File: config.mk
export PLATFORM = sky130hd
export DESIGN_NAME = hack_fetch_unit
export DESIGN_NICKNAME = d
export VERILOG_FILES = /design/src/rtl/hack_fetch_unit.sv
export SDC_FILE = /design/constraint.sdc
export NUM_CORES = 1
export LEC_CHECK = 0
export BUFFER_PORTS_ARGS = -buffer_cell sky130_fd_sc_hd__buf_4
export CAP_MARGIN = 10
export CORE_UTILIZATION = 45
export CTS_CLUSTER_DIAMETER = 150
export DETAILED_ROUTE_END_ITERATION = 7
export MAX_ROUTING_LAYER = met4
export PLACE_DENSITY_LB_ADDON = 0.12
export SYNTH_ARGS = -nofsm -noshare
export SYNTH_HDL_FRONTEND = slang
export SYNTH_SLANG_ARGS = --single-unit
File: constraint.sdc
create_clock -name clk -period 1.4 [get_ports clk]
set_input_delay 0 -clock clk [delete_from_list [all_inputs] [get_ports clk]]
set_output_delay 0 -clock clk [all_outputs]
set_load 0.03 [all_outputs]
File: src/rtl/hack_fetch_unit.sv
// rtl/hack_fetch_unit.sv - Hack CPU fetch/execute sequencer: PC, instruction register, jump decision, halt detect.
module hack_fetch_unit (
  input  logic        clk,
  input  logic        rst,
  input  logic        fetch,
  input  logic        execute,
  input  logic [15:0] rom_data,
  input  logic [15:0] a_reg,
  input  logic        zr,
  input  logic        ng,
  output logic [14:0] rom_addr,
  output logic [15:0] instr,
  output logic        instr_valid,
  output logic        jump_taken,
  output logic        halted,
  output logic        protocol_err,
  output logic [15:0] instr_count
);

  logic [14:0] pc;
  logic [15:0] ir;
  logic        ir_valid;
  logic        jump_q;
  logic        halt_q;
  logic        perr_q;
  logic [15:0] count_q;

  logic        strobe_clash;
  logic        fetch_ok;
  logic        exec_ok;
  logic        take;
  logic [14:0] target;
  logic [14:0] next_pc;
  logic        self_jump;

  assign strobe_clash = fetch & execute;
  assign fetch_ok     = fetch & ~execute & ~halt_q;
  assign exec_ok      = execute & ~fetch & ~halt_q & ir_valid;

  // A-instructions (ir[15]=0) never branch; C-instructions test the ALU flags against j1..j3.
  assign take      = ir[15] & ((ir[2] & ng) | (ir[1] & zr) | (ir[0] & ~ng & ~zr));
  assign target    = a_reg[14:0];
  assign next_pc   = take ? target : pc + 15'd1;
  assign self_jump = take & (target == pc);

  always_ff @(posedge clk) begin
    if (rst) begin
      pc       <= 15'd0;
      ir       <= 16'h0000;
      ir_valid <= 1'b0;
      jump_q   <= 1'b0;
      halt_q   <= 1'b0;
      perr_q   <= 1'b0;
      count_q  <= 16'd0;
    end else begin
      if (strobe_clash) begin
        perr_q <= 1'b1;
      end
      if (fetch_ok) begin
        ir       <= rom_data;
        ir_valid <= 1'b1;
      end
      if (exec_ok) begin
        pc      <= next_pc;
        jump_q  <= take;
        count_q <= count_q + 16'd1;
        if (self_jump) begin
          halt_q <= 1'b1;
        end
      end
    end
  end

  assign rom_addr     = pc;
  assign instr        = ir;
  assign instr_valid  = ir_valid;
  assign jump_taken   = jump_q;
  assign halted       = halt_q;
  assign protocol_err = perr_q;
  assign instr_count  = count_q;

endmodule

==> metrics <==
status=finished, violations left; failing checks=negative setup slack; Cell Rows=27; post-synthesis mux area share=a little under 4%; post-DP HPWL=around 5.4 mm; Async SR Flop Fraction=0%; Routed WL=about 9 mm; clk sinks=around 50; fin crit share=112%; Crit Path Class=reg -> reg; Worst Tran Pin Value=0.319 ns; maximum vdd drop=0.000504 V; Critical-path top delay cell=or4_1; Core Util, Final=between 70% and 80%; largest family of logic cells by synthesized area=simple AND/OR/NAND/NOR gates; pwr/cell area=around 660 mW/mm^2; drt pass-1 iters=4; top cells by area, synth=dfxtp_1 39%, xor2_1 7.1%, nand2_1 6.9%; R2R cell count=5; shortest period the worst path allows=1.57 ns; CTS tree=built; Post-Synthesis Cells=about 320; CP Data Arrival Time=1.81 ns; syn avg cell area=a little over 8 sq um; Initial Utilization=between 40% and 50%; RSZ-0062 raised after global routing=true; sw frac=between 20% and 30%; switching power=0.834 mW; Clock Path Buffers=2; worst-path fanout max=6; Die Ht=roughly 78 um; Synth Area in Compound Gates=roughly 16%; htree depth=2; worst skew pair latency=~0.32 ns; Slew HR=just under 80%; DR vias/cell=5.51; Max Freq=approximately 0.64 GHz; Pint=just over 2 mW; share of the synthesized area in the top cell type=between 30% and 40%; number of nets with antenna violations after routing=0; global route total overflow=0; Combinational Power Share=roughly 17%; root buf cell=clkbuf_8; FF+latch count, synth=51; Flop pwr share=around half; max cap viols=0; vias after detailed routing=3052; Top FF cell, synth=dfxtp_1; CTS buffer count=5; syn nets=364; Setup violations, final=22; vias in the first global route=about 2800; placed cell area=between 0.003 and 0.004 sq mm; met2 WL=around 4.7 mm; final number of hold-violating endpoints=0; I/O Pins=slightly below 90; adder-cell area share of the yosys netlist=0.961%; Critical Path RT=1.64 ns; share of layout cells above drive strength 1=~44%; core footprint=0.00554 sq mm; yosys warns=0; Met1 Wirelength=~3.8 mm; sequential element share of the synthesized area=between 30% and 40%; Largest stage delay, worst path=around 0.44 ns; startpoint types=register; top-count cell post-synth=dfxtp_1; Die ar.=between 0.006 and 0.007 sq mm; Die W=roughly 78 um; antenna violations before repair=0; first-pass GRT wire length=around 13 mm; number of flops mapped to enable cells by yosys=0; total global-route track usage=between 20% and 30%; Layout Nets=521; pin count of the biggest net entering global routing=29; Avg WL per Cell=roughly 17 um; Leak=about 1.9 nW; Pins Over Slew Limit=0; Post-Synth XOR/XNOR Area=7.73%; drt drc=0; Post-Route Skew=about 0.009 ns; min-delay worst type=in -> reg; WHS=approximately 0.052 ns; Crit. End Element=register; hold depth=2; Commonest cells post-synth=51 x dfxtp_1, 48 x nand2_1, 30 x a21oi_1; Synth cell types=45; Top Layer Used=met4; clock transition at the registers of the reported paths=about 0.10 ns; ANT cells=0; post-synth top area cell=dfxtp_1; post-route cell area=roughly 0.0044 sq mm; crit path cell chain=buf_4, and3_1, nand4_1, or4_1, a31oi_1; Area growth syn-to-layout=68.5%; final worst slack=-0.166 ns; clock network power share=31.5%; number of I/O port buffers=87; Placer Congestion=between 0.8 and 0.9; Synth Cell Area=about 0.0026 sq mm; violation count after the first detailed-routing iteration=182; routed wl met3=about 470 um; post-synthesis simple-gate area fraction=around a quarter
## stage by stage
| stage | TNS [ns] | power [mW] | setup WS (ns) | std cells |
|---|---|---|---|---|
| floorplan | -0.563 | 1.73 | -0.109 | 324 |
| global placement | -0.376 | 1.92 | -0.0842 | 508 |
| detailed placement | -1.45 | 1.93 | -0.168 | 508 |
| CTS | -0.684 | 2.90 | -0.0839 | 546 |
| global route | -2.53 | 3.03 | -0.209 | 554 |
| finish | -1.34 | 2.91 | -0.166 | 554 |
## layer usage
| layer | global-route usage [%] | vias up |
|---|---|---|
| met1 | 34.2 | 1457 |
| met2 | 47.5 | 111 |
| met3 | 4.42 | 24 |
| li1 | - | 1460 |
| met4 | 6.85 | 0 |
| met5 | - | - |
## worst paths after layout
check | slack (ns) | startpoint | to
worst max register to register | -0.17 | rom_addr[8]$_SDFFE_PP0P_ | rom_addr[11]$_SDFFE_PP0P_
worst min register to register | 0.46 | instr[10]$_SDFFE_PP0P_ | instr[10]$_SDFFE_PP0P_
worst max-delay path | -0.17 | rom_addr[8]$_SDFFE_PP0P_ | rom_addr[11]$_SDFFE_PP0P_
worst min-delay path | 0.05 | rst | instr_count[2]$_SDFFE_PP0P_
## state kept, by name, summed over array words and instances, names as in the netlist
| name | flops |
|---|---|
| halted | 1 |
| instr | 16 |
| protocol_err | 1 |
| instr_count | 16 |
| jump_taken | 1 |
| rom_addr | 15 |
| instr_valid | 1 |
## layout make-up
class                           instances  area, sq um
Sequential cell                        51         1090
Multi-Input combinational cell        238         1650
Timing Repair Buffer                  171         1410
Clock buffer                            5         68.8
Fill cell                             377         1150
Tap cell                               72         90.1
Inverter                               14         52.6
Clock inverter                          3         26.3
## kinds of logic after synthesis
logic type / Yosys count
buffers and inverters: 35
XOR/XNOR: 23
AO/OA/AOI/OAI: 67
flip-flops: 51
adder cells (fa/ha/maj): 2
AND/OR/NAND/NOR: 136
multiplexers: 10
## cell usage in the layout (no fill, tap or decap), types with 2 or more instances in the layout
cell type / n
xnor2_1: 2
nand3_4: 2
dfxtp_2: 8
or4_1: 2
a221oi_1: 2
inv_6: 2
mux2i_1: 8
o32ai_1: 7
buf_6: 5
nand2_1: 47
nand4_1: 9
a2bb2oi_1: 3
buf_12: 2
a21oi_1: 25
nand3_2: 2
nor2b_1: 4
and3_1: 4
dlygate4sd3_1: 26
dfxtp_4: 17
nand3_1: 13
or3_1: 3
a211o_1: 2
nor4_1: 5
a31oi_1: 5
o31ai_4: 2
o21ai_0: 7
xor2_1: 21
clkbuf_8: 5
nor3_1: 6
inv_1: 14
dfxtp_1: 26
and2_4: 2
or4_4: 3
mux2_4: 2
buf_4: 136
nor2_1: 21
a21oi_2: 5
## critical path: cells and delay by family, from the launching register on
family                 cells  cell delay, ns
AOI/OAI and AO/OA          1            0.15
buffers and inverters      1            0.13
and+or+nand+nor            3            0.82
DFF                        1            0.40
## timing repair
| item | in CTS | in global routing |
|---|---|---|
| pin swaps | 9 | 12 |
| gates resized for setup | 9 | 31 |
| hold buffers | 26 | 0 |
| gates cloned | 0 | 4 |
| endpoints found under the setup margin | 29 | 44 |
| endpoints found under the hold margin | 25 | 0 |
| buffers inserted | 4 | 5 |
## power groups by stage
| stage | combinational (mW) | sequential (mW) | clock, mW |
|---|---|---|---|
| finish | 0.506 | 1.49 | 0.918 |
| detailed placement | 0.408 | 1.52 | 0 |
| global placement | 0.403 | 1.52 | 0 |
| CTS | 0.473 | 1.49 | 0.934 |
| floorplan | 0.134 | 1.59 | 0 |
| global route | 0.536 | 1.49 | 1.00 |
No activity file was read; power rests on OpenSTA's default activity.
